## config.mk

```make
export PLATFORM = sky130hd
export DESIGN_NAME = instr_loader_flat
export DESIGN_NICKNAME = d
export VERILOG_FILES = /design/src/rtl/instr_loader_if.sv /design/src/rtl/instr_loader.sv /design/src/flat_wrapper.sv
export SDC_FILE = /design/constraint.sdc
export NUM_CORES = 1
export LEC_CHECK = 0
export ABC_AREA = 0
export ABC_CLOCK_PERIOD_IN_PS = 3800
export CORE_MARGIN = 8
export CORE_UTILIZATION = 45
export DETAILED_ROUTE_END_ITERATION = 16
export DONT_BUFFER_PORTS = 1
export PLACE_DENSITY_LB_ADDON = 0.2
export SYNTH_ARGS = -nofsm -noshare
export SYNTH_HDL_FRONTEND = slang
export SYNTH_SLANG_ARGS = --single-unit
```

## constraint.sdc

```tcl
create_clock -name clk -period 3.8 [get_ports clk]
set_input_delay 0.76 -clock clk [delete_from_list [all_inputs] [get_ports clk]]
set_output_delay 0.76 -clock clk [all_outputs]
set_load 0.005 [all_outputs]
```

## src/rtl/instr_loader_if.sv

```systemverilog
// Byte-stream load port and instruction-memory write port of the instruction loader.
interface instr_loader_if;
    logic [7:0]  rx_data;
    logic        rx_valid;
    logic        rx_ready;
    logic        reload;
    logic        imem_we;
    logic [31:0] imem_addr;
    logic [31:0] imem_wdata;
    logic        core_run;
    logic        load_error;

    modport slave (
        input  rx_data, rx_valid, reload,
        output rx_ready, imem_we, imem_addr, imem_wdata, core_run, load_error
    );

    modport master (
        output rx_data, rx_valid, reload,
        input  rx_ready, imem_we, imem_addr, imem_wdata, core_run, load_error
    );
endinterface

```

## src/rtl/instr_loader.sv

```systemverilog
// Loads a length-prefixed little-endian word stream into instruction memory, then releases the core.
// state  | meaning
// CNT_LO | waiting for word count low byte
// CNT_HI | waiting for word count high byte
// DATA   | assembling a 32-bit word from four bytes
// WRITE  | one-cycle memory write of the assembled word
// RUN    | load done, core released
// ERROR  | count exceeded capacity, core held
module instr_loader #(
    parameter int NUM_WORDS = 64
) (
    input  logic           clk,
    input  logic           rst,
    instr_loader_if.slave  bus
);
    localparam int WIDX_W = $clog2(NUM_WORDS + 1);

    typedef enum logic [2:0] {CNT_LO, CNT_HI, DATA, WRITE, RUN, ERROR} state_t;

    state_t              r_state;
    state_t              w_next;
    logic [15:0]         r_count;
    logic [WIDX_W-1:0]   r_word_idx;
    logic [1:0]          r_byte_idx;
    logic [31:0]         r_asm;
    logic [31:0]         r_addr;
    logic [31:0]         r_wdata;

    logic                w_rx_ready;
    logic                w_accept;
    logic [15:0]         w_count_full;
    logic [WIDX_W-1:0]   w_word_next;

    assign w_accept     = bus.rx_valid && w_rx_ready;
    assign w_count_full = {bus.rx_data, r_count[7:0]};
    assign w_word_next  = r_word_idx + WIDX_W'(1);

    always_ff @(posedge clk or negedge rst) begin
        if (!rst) r_state <= CNT_LO;
        else      r_state <= w_next;
    end

    always_comb begin
        w_next     = r_state;
        w_rx_ready = 1'b0;
        case (r_state)
            CNT_LO: begin
                w_rx_ready = 1'b1;
                if (w_accept) w_next = CNT_HI;
            end
            CNT_HI: begin
                w_rx_ready = 1'b1;
                if (w_accept) begin
                    if (w_count_full == 16'd0)              w_next = RUN;
                    else if (32'(w_count_full) > NUM_WORDS) w_next = ERROR;
                    else                                    w_next = DATA;
                end
            end
            DATA: begin
                w_rx_ready = 1'b1;
                if (w_accept && r_byte_idx == 2'd3) w_next = WRITE;
            end
            WRITE:      w_next = (16'(w_word_next) == r_count) ? RUN : DATA;
            RUN, ERROR: if (bus.reload) w_next = CNT_LO;
            default:    w_next = CNT_LO;
        endcase
    end

    // Address and data are captured with the last byte so they are valid during WRITE and hold afterwards.
    always_ff @(posedge clk or negedge rst) begin
        if (!rst) begin
            r_count    <= '0;
            r_word_idx <= '0;
            r_byte_idx <= '0;
            r_asm      <= '0;
            r_addr     <= '0;
            r_wdata    <= '0;
        end else begin
            case (r_state)
                CNT_LO: if (w_accept) r_count[7:0] <= bus.rx_data;
                CNT_HI: if (w_accept) begin
                    r_count[15:8] <= bus.rx_data;
                    r_word_idx    <= '0;
                    r_byte_idx    <= '0;
                end
                DATA: if (w_accept) begin
                    r_asm[{r_byte_idx, 3'b000} +: 8] <= bus.rx_data;
                    r_byte_idx                       <= r_byte_idx + 2'd1;
                    if (r_byte_idx == 2'd3) begin
                        r_addr  <= 32'(r_word_idx) << 2;
                        r_wdata <= {bus.rx_data, r_asm[23:0]};
                    end
                end
                WRITE:   r_word_idx <= w_word_next;
                default: ;
            endcase
        end
    end

    assign bus.rx_ready   = w_rx_ready;
    assign bus.imem_we    = (r_state == WRITE);
    assign bus.imem_addr  = r_addr;
    assign bus.imem_wdata = r_wdata;
    assign bus.core_run   = (r_state == RUN);
    assign bus.load_error = (r_state == ERROR);
endmodule

```

## src/flat_wrapper.sv

```systemverilog
// flat-port wrapper written by rule: the top's interface ports become plain ports
module instr_loader_flat 
#(
    parameter int NUM_WORDS = 64
)
  (clk, rst, bus_rx_data, bus_rx_valid, bus_reload, bus_rx_ready, bus_imem_we, bus_imem_addr, bus_imem_wdata, bus_core_run, bus_load_error);
  instr_loader_if bus_i ();
  input  logic clk;
  input  logic rst;
  input wire logic [$bits(bus_i.rx_data)-1:0] bus_rx_data;
  input wire logic [$bits(bus_i.rx_valid)-1:0] bus_rx_valid;
  input wire logic [$bits(bus_i.reload)-1:0] bus_reload;
  output wire logic [$bits(bus_i.rx_ready)-1:0] bus_rx_ready;
  output wire logic [$bits(bus_i.imem_we)-1:0] bus_imem_we;
  output wire logic [$bits(bus_i.imem_addr)-1:0] bus_imem_addr;
  output wire logic [$bits(bus_i.imem_wdata)-1:0] bus_imem_wdata;
  output wire logic [$bits(bus_i.core_run)-1:0] bus_core_run;
  output wire logic [$bits(bus_i.load_error)-1:0] bus_load_error;
  assign bus_i.rx_data = bus_rx_data;
  assign bus_i.rx_valid = bus_rx_valid;
  assign bus_i.reload = bus_reload;
  assign bus_rx_ready = bus_i.rx_ready;
  assign bus_imem_we = bus_i.imem_we;
  assign bus_imem_addr = bus_i.imem_addr;
  assign bus_imem_wdata = bus_i.imem_wdata;
  assign bus_core_run = bus_i.core_run;
  assign bus_load_error = bus_i.load_error;
  instr_loader #(.NUM_WORDS(NUM_WORDS)) u_core (.clk(clk), .rst(rst), .bus(bus_i));
endmodule
```

After elaboration in Yosys (flattened, before gate mapping)
Index checks and enable logic that the tools add are counted.
- register bits: 99
- output and inout port bits: 68
- logic and storage cells: 56
- add/subtract/negate cells: 3
- $lt $le $gt $ge: 1
- equality and inequality tests: 12
- shift-type cells: 2
- mux-type cells: 15
- reductions and logical operators: 15
- operators by type and width (cell ; count):
    $bwmux 32 ; 1
    $shift 8x7->32 const A ; 1
    $shiftx 8x7->32 ; 1
    $mux 3 ; 7
    $eq 7x16->1 ; 1
    $gt 16x7->1 const B ; 1
    $logic_not 16->1 ; 1
    $pmux 3 s5 ; 1
    $pmux 7 s2 ; 1
    $ne 2x1->1 const B ; 4
    $reduce_and 2->1 ; 4
    $add 7x1->7 const B ; 1
    $mux 7 ; 1
    $neg 5->7 ; 1
    $eq 3x2->1 const B ; 2
    $eq 3x3->1 const B ; 2
    $reduce_and 3->1 ; 2
    $mux 2 ; 2
    $pmux 2 s2 ; 1
    $reduce_and 4->1 ; 1
    $reduce_bool 2->1 ; 2
    $eq 3x1->1 const B ; 1
    $logic_not 3->1 ; 1
    $reduce_or 3->1 ; 1
    6 further kinds ; 7

Longest topological paths before layout
Gate-level depths: netlist of the first run.
- depth in word-level cells: 7
- mapped depth: 8
- depth with buffers taken out: 6

Least setup slack after synthesis of the first run
OpenSTA, ideal clock, no wires.
- path type: input to register
- start: in bus_rx_valid
- end: reg u_core.r_addr[2], in the netlist u_core.bus.imem_addr[2]
- library setup time: 125 ps
- arrival time: 1822 ps
- path slack: 1854 ps
- cell stages on the path: 6
- cells stage by stage: nor3b_1 and2_1 buf_2 nand2_1 buf_2 mux2_2
- cells in the longest elaborated chain, start to end: 2
- ends and longest elaborated chain (element ; RTL line ; RTL):
    start: declaration ; flat_wrapper.sv:11 ; input wire logic [$bits(bus_i.rx_valid)-1:0] bus_rx_valid;
    $logic_and 1x1->1 ; instr_loader.sv:34 ; assign w_accept = bus.rx_valid && w_rx_ready;
    $reduce_and 3->1 (no source line) ; -- ;
    end signal: assignment ; instr_loader.sv:90 ; r_addr <= 32'(r_word_idx) << 2;
    end: declaration ; instr_loader.sv:26 ; logic [31:0] r_addr;
No other way between the ends.
A chain may end at the register's enable or synchronous reset.

Worst setup path in the final report of the first run
- start: reg u_core.r_state[2]
- end: reg u_core.r_wdata[2], in the netlist u_core.bus.imem_wdata[2]
- cells in the longest elaborated chain, start to end: 5
- elaborated cells on any way between the ends: 7
- classes of those cells: 2 x eq/ne; 1 x mux; 4 x reduce/logical
- ends and longest elaborated chain (element ; RTL line ; RTL):
    start: declaration ; instr_loader.sv:20 ; state_t r_state;
    start signal: assignment ; instr_loader.sv:40 ; else r_state <= w_next;
    $eq 3x1->1, or another cell as far along ; instr_loader.sv:46 ; case (r_state)
    $reduce_or 3->1 (no source line) ; -- ;
    $mux 1 ; instr_loader.sv:46 ;
    $logic_and 1x1->1 ; instr_loader.sv:34 ;
    $reduce_and 3->1 (no source line) (*) ; -- ;
    end signal: assignment ; instr_loader.sv:91 ; r_wdata <= {bus.rx_data, r_asm[23:0]};
    end: declaration ; instr_loader.sv:27 ; logic [31:0] r_wdata;
Every way passes the cells marked *; elsewhere a longest branch is shown, timed or not.

==> impl_metrics.py, run 1 <==
metrics = {
    "synthesis": {
        "synthTopCellsByArea": "dfrtp_1 56%, mux2_2 15%, nand2_1 6.2%",
        "post-synth-top-area-fraction_pct": 55.7,
        "synth_top_cells_by_count": "91 x dfrtp_1, 68 x nand2_1, 53 x mux2_2",
        "synth_seq_area_share_pct": 55.7,
        "asyncSetResetFlopFracSynth_pct": 100,
        "synthDistinctLibCells": 35,
        "synth_ff_type": "dfrtp_1",
        "syn_area_mm2": 0.00409,
        "post_synth_inst_count": 359,
        "synthesis.area_per_instance_um2": 11.4,
        "post-synth-top-area-cell": "dfrtp_1",
        "postSynthRegisterBits": 91,
        "yosys_warnings": 0,
        "post-synth-top-count-cell": "dfrtp_1",
        "synth-edff-count": 0,
    },
    "sta": {
        "clock-skew-final_ns": 0.00832,
        "max_freq_mhz": 417,
        "unrepaired_setup_endpoints_after_global_routing": "no",
        "final.setup.tns_ns": 0,
        "slew_headroom_pct": 30.2,
        "final-max-slew-violation-count": 0,
        "final.hold.worst_slack_ns": 0.0856,
        "timing_hold_violations_final": 0,
        "final_min_period_over_clock_period_pct": 63.1,
        "period_needed_ns": 2.40,
        "setup_violations": 0,
        "worst_slew_pin_slew_ns": 1.04,
    },
    "global_routing": {
        "grt_max_degree": 92,
        "grt_first_pass_wirelength_um": 14100,
        "grt_use_total_pct": 14.0,
        "grt_pass1_vias": 2503,
        "grt_antenna_before_repair": 0,
        "grt-ovfl-total": 0,
    },
    "setup_path": {
        "timing.critical_path.to_type": "register",
        "cp_data_required_time_ns": 4.04,
        "setup.worst_path.class": "reg2reg",
        "cp-start-kind": "register",
        "crit_fanout": 40,
        "worst_ep_arrival_time_ns": 2.64,
    },
    "route": {
        "final_antenna_net_count": 0,
        "route.detailed.vias_per_inst": 5.26,
        "drtIter0Drc": 104,
        "drc": 0,
        "drt-pass1-iter-count": 4,
        "postRouteWirelength_um": 8380,
        "detail_route.wl_per_cell_um": 17.8,
        "dr_vias": 2474,
    },
    "power": {
        "total_power_w": 0.00233,
        "pwr_cell_area_mw_per_mm2": 543,
        "static-leakage-power_nw": 2.01,
        "peakVddDrop_uv": 231,
    },
    "finish": {
        "layout.nets": 375,
        "fraction_of_final_layout_cells_sized_beyond_drive_strength_1_pct": 19.6,
        "flow.area_growth_from_synthesis_pct": 4.90,
        "diodes": 0,
        "n_fill_cell": 797,
    },
    "clock_tree": {
        "clk_transition_reported_paths_ns": 0.09,
        "clockBufferDepth": 2,
        "h-tree-depth": 3,
        "clock_sinks": 91,
        "cts_inserted_buffers": 9,
        "postCtsSetupBuffers": 0,
        "clock_tree.root_cell": "clkbuf_8",
        "insertion_delay_ns": 0.36,
        "cts_hold_buf": 0,
        "cts-resized-gates": 0,
        "cts_tree": "built",
    },
    "floorplanning": {
        "coreArea_mm2": 0.00876,
        "dieWidth_um": 111,
        "floorplan.die_area_mm2": 0.0124,
        "initial_core_util_pct": 46.6,
        "ios": 80,
        "row_count": 34,
        "die_extent_in_y_um": 111,
    },
    "placed_design": {
        "gp_routability_congestion": 0.800,
        "port_buffers": 0,
        "post-dp-hpwl_um": 5600,
    },
    "job": {
        "drv.max_cap_violation_count": 0,
    },
    "status": {
        "run_status": "complete, no violations",
    },
    "min_path": {
        "path_type_of_the_worst_min_delay_path": "in2async",
    },
}
metal layers:
layer / global-route usage, % / wire length (um) / up-vias / part of all wire [%]
met5: 0 / 0 / - / 0
met4: 4.27 / 108 / 0 / 1.3
met3: 6.49 / 673 / 7 / 8.0
met2: 20.3 / 3750 / 59 / 45
met1: 18.1 / 3840 / 1233 / 46
li1: - / - / 1175 / -
critical path, cell delays in order, from the launching register on:
cell,delay (ns)
dfrtp_1,0.46
nor3b_1,0.30
and2_1,0.35
nand2_2,0.61
mux2_1,0.54
per-stage QoR:
step	cell area, um2	cells	worst slack [ns]	util [%]
global route	4290	470	1.16	48.9
CTS	4290	470	1.35	48.9
finish	4290	470	1.40	48.9
detailed placement	4070	454	1.09	46.5
floorplan	4180	383	1.85	-
global placement	4070	454	1.17	46.5
state kept, by name, indices dropped and copies added (netlist names):
register / flops
u_core.bus.imem_wdata: 32
u_core.r_byte_idx: 2
u_core.r_asm: 24
u_core.bus.imem_addr: 7
u_core.r_state: 3
u_core.r_count: 16
u_core.r_word_idx: 7
final cells by class:
type | instances | area [um2] | share of cell area (%)
multi-input combinational | 247 | 1630 | 38.0
sequential | 91 | 2280 | 53.1
clock inverter | 6 | 88.8 | 2.07
inverter | 8 | 30.0 | 0.700
tap | 108 | 135 | 3.15
clock buffer | 10 | 128 | 2.98
worst paths after layout:
check	slack, ns	cells after the start	to	from
max in group asynchronous	3.58	0	u_core.bus.imem_addr[4]$_DFFE_PN0P_	rst
worst max-delay path	1.40	4	u_core.bus.imem_wdata[2]$_DFFE_PN0P_	u_core.r_state[2]$_DFFE_PN0P_
min in group clk	0.48	2	u_core.r_asm[1]$_DFFE_PN0P_	u_core.r_asm[1]$_DFFE_PN0P_
worst max register to register	1.40	4	u_core.bus.imem_wdata[2]$_DFFE_PN0P_	u_core.r_state[2]$_DFFE_PN0P_
worst min-delay path	0.09	0	u_core.bus.imem_wdata[27]$_DFFE_PN0P_	rst
worst min register to register	0.48	2	u_core.r_asm[1]$_DFFE_PN0P_	u_core.r_asm[1]$_DFFE_PN0P_
report_power, final:
| group | internal, W | switching [W] |
|---|---|---|
| sequential | 0.00112 | 0.000127 |
| clock | 0.000372 | 0.000345 |
| combinational | 0.000202 | 0.000161 |
kinds of logic (layout without fill, tap and decap cells):
| group | after synthesis | count (layout) | share of synthesized area (%) |
|---|---|---|---|
| DFF | 91 | 91 | 55.7 |
| other | 1 | 25 | 0.0917 |
| and+or+nand+nor | 101 | 101 | 11.4 |
| AOI/OAI and AO/OA | 49 | 49 | 6.77 |
| muxes | 54 | 54 | 14.9 |
| adders and majority gates | 6 | 6 | 1.84 |
| buffers and inverters | 45 | 24 | 6.70 |
| xor gates and xnor gates | 12 | 12 | 2.57 |
cells in the final DEF, fill, tap and decap left out, drive strengths merged, types with 2 or more instances in the layout:
cell type / instances
ha: 6
nand3: 2
nand4: 2
o21ai: 37
and3: 3
a21oi: 2
bufinv: 2
and2: 3
mux2: 54
nor4: 7
inv: 9
clkinvlp: 2
clkbuf: 10
nand2: 68
dfrtp: 91
xnor2: 10
conb: 25
o31a: 2
nor3b: 4
nor2: 6
o41ai: 3
xor2: 2
Power figures use the tool's default switching activity.
==> inputs of run 2 (changes only) <==
Settings changed: ABC_CLOCK_PERIOD_IN_PS 3800 to 2200.
Clock period 3.8 ns to 2.2 ns, I/O delays scaled along.
==> impl_metrics.py, run 2 (synthesis gave the netlist of run 1 again) <==
metrics = {
    "placed_design": {
        "post-dp-hpwl_um": 5780,
        "gp_routability_congestion": 0.844,
        "port_buffers": 0,
        "post-place-cells": 461,
    },
    "floorplanning": {
        "initial_core_util_pct": 46.6,
        "dieWidth_um": 111,
        "floorplan.die_area_mm2": 0.0124,
        "die_extent_in_y_um": 111,
        "ios": 80,
        "coreArea_mm2": 0.00876,
        "row_count": 34,
    },
    "global_routing": {
        "grt_pass1_vias": 2583,
        "grt_first_pass_wirelength_um": 14300,
        "grt_use_total_pct": 14.1,
        "grt_antenna_before_repair": 0,
        "grt_max_degree": 92,
        "grt-ovfl-total": 0,
    },
    "sta": {
        "setup_violations": 0,
        "timing_hold_violations_final": 91,
        "unrepaired_setup_endpoints_after_global_routing": "no",
        "final-max-slew-violation-count": 0,
        "final_min_period_over_clock_period_pct": 92.3,
        "final.hold.worst_slack_ns": -0.235,
        "clock-skew-final_ns": 0.0109,
        "period_needed_ns": 2.03,
        "max_freq_mhz": 493,
        "final.setup.tns_ns": 0,
    },
    "status": {
        "failed_checks": "negative hold slack",
        "run_status": "complete, but fails checks",
    },
    "route": {
        "final_antenna_net_count": 0,
        "route.detailed.vias_per_inst": 5.22,
        "detail_route.wl_per_cell_um": 17.9,
        "dr_vias": 2488,
        "drc": 0,
        "drtIter0Drc": 137,
        "postRouteWirelength_um": 8540,
        "drt-pass1-iter-count": 4,
    },
    "setup_path": {
        "cp_slowest_stage_delay_ns": 0.44,
        "cp_data_required_time_ns": 2.49,
        "critical_path.cell_chain": "ha_1 -> xnor2_1 -> nand4_1 -> or3_1 -> nor4_1 -> a31o_1",
        "crit_fanout": 6,
        "reg2reg_setup_slack_ns": 0.17,
        "setup.worst_path.class": "reg2reg",
        "worst-path-buf-inv": 0,
        "slowest_stage_cell_crit_path": "dfrtp_1",
        "timing.critical_path.to_type": "register",
        "worst_ep_arrival_time_ns": 2.32,
        "timing.critical_path.max_delay_family": "simple AND/OR/NAND/NOR gates",
        "cp-start-kind": "register",
    },
    "clock_tree": {
        "cts_tree": "built",
        "h-tree-depth": 3,
        "clock_tree.root_cell": "clkbuf_8",
        "clockBufferDepth": 2,
        "postCtsSetupBuffers": 0,
        "cts-resized-gates": 0,
        "clk_transition_reported_paths_ns": 0.10,
        "clock_sinks": 91,
        "cts_inserted_buffers": 9,
        "insertion_delay_ns": 0.35,
    },
    "finish": {
        "largest_register_ff_count": 32,
        "layout.nets": 382,
        "flow.area_growth_from_synthesis_pct": 6.18,
        "fraction_of_final_layout_cells_sized_beyond_drive_strength_1_pct": 21.1,
        "fin_util_pct": 49.5,
        "fin_cells": 477,
        "most-common-layout-cells": "91 x dfrtp_1, 67 x nand2_1, 53 x mux2_2",
        "diodes": 0,
        "most_common_cell_after_layout_fill_and_taps_aside": "dfrtp_1",
    },
    "power": {
        "pwr_cell_area_mw_per_mm2": 936,
        "peakVddDrop_uv": 367,
        "static-leakage-power_nw": 2.04,
    },
    "min_path": {
        "path_type_of_the_worst_min_delay_path": "in2async",
    },
    "job": {
        "drv.max_cap_violation_count": 0,
    },
}
-- run 2: cell types whose count changed in the layout (fill, tap and decap cells not counted) --
cell   before  now
buf_4       0    7
-- run 2: through the flow --
step / total power, W / worst slack, ns / instance area, um2 / hold WS, ns
6_report: 0.00406 / 0.170 / 4340 / -0.235
5_1_grt: 0.00428 / 0.0490 / 4340 / -0.258
4_1_cts: 0.00410 / 0.198 / 4340 / -0.244
3_5_place_dp: 0.00286 / 0.223 / 4120 / 0.146
3_3_place_gp: 0.00283 / 0.305 / 4120 / 0.147
2_1_floorplan: 0.00272 / 0.376 / 4180 / 0.144
-- run 2: worst register-to-register path, delay by kind of cell (launching register included) --
family | cells | cell delay [ns]
xor gates and xnor gates | 1 | 0.22
and+or+nand+nor | 3 | 0.80
adders and majority gates | 1 | 0.33
AOI/OAI and AO/OA | 1 | 0.19
DFF | 1 | 0.44
-- run 2: final cells by class --
type / count / area (um2)
Fill cell: 795 / 4420
Clock inverter: 6 / 88.8
Tap cell: 108 / 135
Timing Repair Buffer: 7 / 52.6
Inverter: 8 / 30.0
Multi-Input combinational cell: 247 / 1630
Clock buffer: 10 / 128
Sequential cell: 91 / 2280
-- run 2: per-layer routing --
metal | global-route usage (%) | vias to the layer above | share of wire, %
li1 | - | 1194 | -
met3 | 4.82 | 12 | 6.8
met4 | 5.51 | 0 | 1.8
met5 | 0 | - | 0
met2 | 20.9 | 71 | 44
met1 | 18.7 | 1211 | 47
-- run 2: where the power goes --
part | total, W | internal (W) | leakage, nW | switching, W
Clock | 0.00124 | 0.000643 | 0.103 | 0.000600
Sequential | 0.00217 | 0.00194 | 1.23 | 0.000235
Combinational | 0.000645 | 0.000358 | 0.714 | 0.000287
-- run 2: worst paths after layout --
kind,depth (start not counted),start,to
max,6,u_core.r_word_idx[1]$_DFFE_PN0P_,u_core.r_state[2]$_DFFE_PN0P_
min reg2reg,2,u_core.r_asm[17]$_DFFE_PN0P_,u_core.r_asm[17]$_DFFE_PN0P_
max in group asynchronous,0,rst,u_core.bus.imem_addr[7]$_DFFE_PN0P_
min in group clk,2,bus_rx_data[3],u_core.r_asm[19]$_DFFE_PN0P_
min,0,rst,u_core.bus.imem_wdata[22]$_DFFE_PN0P_
max reg2reg,6,u_core.r_word_idx[1]$_DFFE_PN0P_,u_core.r_state[2]$_DFFE_PN0P_
==> inputs of run 3 (changes only) <==
Settings changed: CTS_BUF_LIST from default to sky130_fd_sc_hd__clkbuf_16, SLEW_MARGIN from default to 0.
==> impl_metrics.py, run 3 (synthesis gave the netlist of run 1 again) <==
metrics = {
    "status": {
        "run_status": "complete, but fails checks",
        "failed_checks": "negative hold slack",
    },
    "setup_path": {
        "worstReg2RegStart": "u_core.r_word_idx[1]$_DFFE_PN0P_",
        "worst_ep_arrival_time_ns": 2.28,
        "timing.critical_path.max_delay_family": "simple AND/OR/NAND/NOR gates",
        "critical_path.cell_chain": "ha_1 -> xnor2_1 -> nand4_1 -> or3_1 -> nor4_1 -> a31o_1",
        "timing.critical_path.to_type": "register",
        "crit_fanout": 6,
        "worst-path-buf-inv": 0,
        "critical_path_depth": 6,
        "cp-start-kind": "register",
        "slowest_stage_cell_crit_path": "dfrtp_1",
        "setup.worst_path.class": "reg2reg",
        "cp_slowest_stage_delay_ns": 0.43,
        "cp_data_required_time_ns": 2.47,
        "r2r_cells": 6,
        "timing.critical_path.from": "u_core.r_word_idx[1]$_DFFE_PN0P_",
    },
    "floorplanning": {
        "row_count": 34,
        "ios": 80,
        "die_extent_in_y_um": 111,
        "initial_core_util_pct": 46.6,
        "dieWidth_um": 111,
        "coreArea_mm2": 0.00876,
        "floorplan.die_area_mm2": 0.0124,
    },
    "route": {
        "drc": 0,
        "postRouteWirelength_um": 8500,
        "detail_route.wl_per_cell_um": 17.8,
        "drt-pass1-iter-count": 4,
        "route.detailed.vias_per_inst": 5.25,
        "dr_vias": 2504,
        "drtIter0Drc": 161,
        "final_antenna_net_count": 0,
    },
    "finish": {
        "stdcell_area_mm2": 0.00444,
        "flow.area_growth_from_synthesis_pct": 8.66,
        "diodes": 0,
        "n_fill_cell": 775,
        "layout.nets": 382,
        "largest_register_ff_count": 32,
        "fraction_of_final_layout_cells_sized_beyond_drive_strength_1_pct": 21.1,
        "most_common_cell_after_layout_fill_and_taps_aside": "dfrtp_1",
        "most-common-layout-cells": "91 x dfrtp_1, 67 x nand2_1, 53 x mux2_2",
    },
    "clock_tree": {
        "clock_sinks": 91,
        "insertion_delay_ns": 0.33,
        "cts_tree": "built",
        "clk_transition_reported_paths_ns": 0.07,
        "clock_tree.root_cell": "clkbuf_16",
        "clockBufferDepth": 2,
        "postCtsSetupBuffers": 0,
        "cts_inserted_buffers": 9,
        "h-tree-depth": 3,
        "cts-resized-gates": 0,
    },
    "global_routing": {
        "grt_antenna_before_repair": 0,
        "grt_pass1_vias": 2576,
        "grt_first_pass_wirelength_um": 14300,
        "grt_use_total_pct": 14.0,
        "grt-ovfl-total": 0,
        "grt_max_degree": 92,
    },
    "sta": {
        "final.hold.worst_slack_ns": -0.200,
        "unrepaired_setup_endpoints_after_global_routing": "no",
        "final.setup.tns_ns": 0,
        "max_freq_mhz": 497,
        "timing_hold_violations_final": 91,
        "clock-skew-final_ns": 0.00786,
        "period_needed_ns": 2.01,
        "final-max-slew-violation-count": 0,
        "setup_violations": 0,
        "final_min_period_over_clock_period_pct": 91.4,
    },
    "placed_design": {
        "dpl-instance-area_mm2": 0.00412,
        "port_buffers": 0,
        "gp_routability_congestion": 0.844,
        "post-dp-hpwl_um": 5780,
    },
    "min_path": {
        "path_type_of_the_worst_min_delay_path": "in2async",
    },
    "power": {
        "peakVddDrop_uv": 489,
        "static-leakage-power_nw": 2.09,
        "pwr_cell_area_mw_per_mm2": 1000,
    },
    "job": {
        "drv.max_cap_violation_count": 0,
    },
}
==> run 3: changes by cell type in the layout (fill, tap and decap cells not counted) <==
cell / previous run / this run
inv_1: 8 / 9
clkbuf_8: 9 / 0
clkbuf_16: 0 / 9
clkbuf_1: 1 / 0
==> run 3: metrics by stage <==
step | hold WS, ns | total power, W | cells | utilization (%) | setup WS [ns]
finish | -0.200 | 0.00445 | 477 | 50.7 | 0.188
global route | -0.217 | 0.00467 | 477 | 50.7 | 0.0530
CTS | -0.208 | 0.00449 | 477 | 50.7 | 0.203
detailed placement | 0.146 | 0.00286 | 461 | 47.1 | 0.223
global placement | 0.147 | 0.00283 | 461 | 47.1 | 0.305
floorplan | 0.144 | 0.00272 | 383 | - | 0.376
==> run 3: where the power goes <==
part	switching, W	internal, W	total, W
Clock	0.000637	0.000994	0.00163
Sequential	0.000234	0.00194	0.00218
Combinational	0.000288	0.000358	0.000646
Total	0.00116	0.00329	0.00445
==> run 3: layer usage <==
metal	routed length [um]	GRT usage (%)	share of wire, %	vias to the layer above
li1	-	-	-	1198
met1	4020	18.7	47	1234
met2	3840	20.9	45	67
met3	581	5.19	6.8	5
met4	67	3.47	0.79	0
met5	0	0	0	-
==> run 3: path summary, 6_finish.rpt <==
kind | to | slack, ns
setup / recovery | u_core.r_state[2]$_DFFE_PN0P_ | 0.19
hold / removal | u_core.bus.imem_wdata[22]$_DFFE_PN0P_ | -0.20
setup reg to reg | u_core.r_state[2]$_DFFE_PN0P_ | 0.19
hold reg to reg | u_core.r_asm[2]$_DFFE_PN0P_ | 0.48
max in group asynchronous | u_core.r_count[4]$_DFFE_PN0P_ | 2.27
min in group clk | u_core.r_asm[19]$_DFFE_PN0P_ | 0.25
==> run 3: area by class of cell <==
cell class | count | area (um2) | area share [%]
clock inverter | 7 | 92.6 | 2.08
inverter | 8 | 30.0 | 0.676
sequential | 91 | 2280 | 51.3
multi-input combinational | 247 | 1630 | 36.7
tap | 108 | 135 | 3.04
clock buffer | 9 | 225 | 5.07
timing repair buffer | 7 | 52.6 | 1.18
==> run 3: worst register-to-register path, stage by stage (launching register included) <==
cell and delay, ns:
dfrtp_1 0.43, ha_1 0.33, xnor2_1 0.22, nand4_1 0.12, or3_1 0.41, nor4_1 0.26, a31o_1 0.19
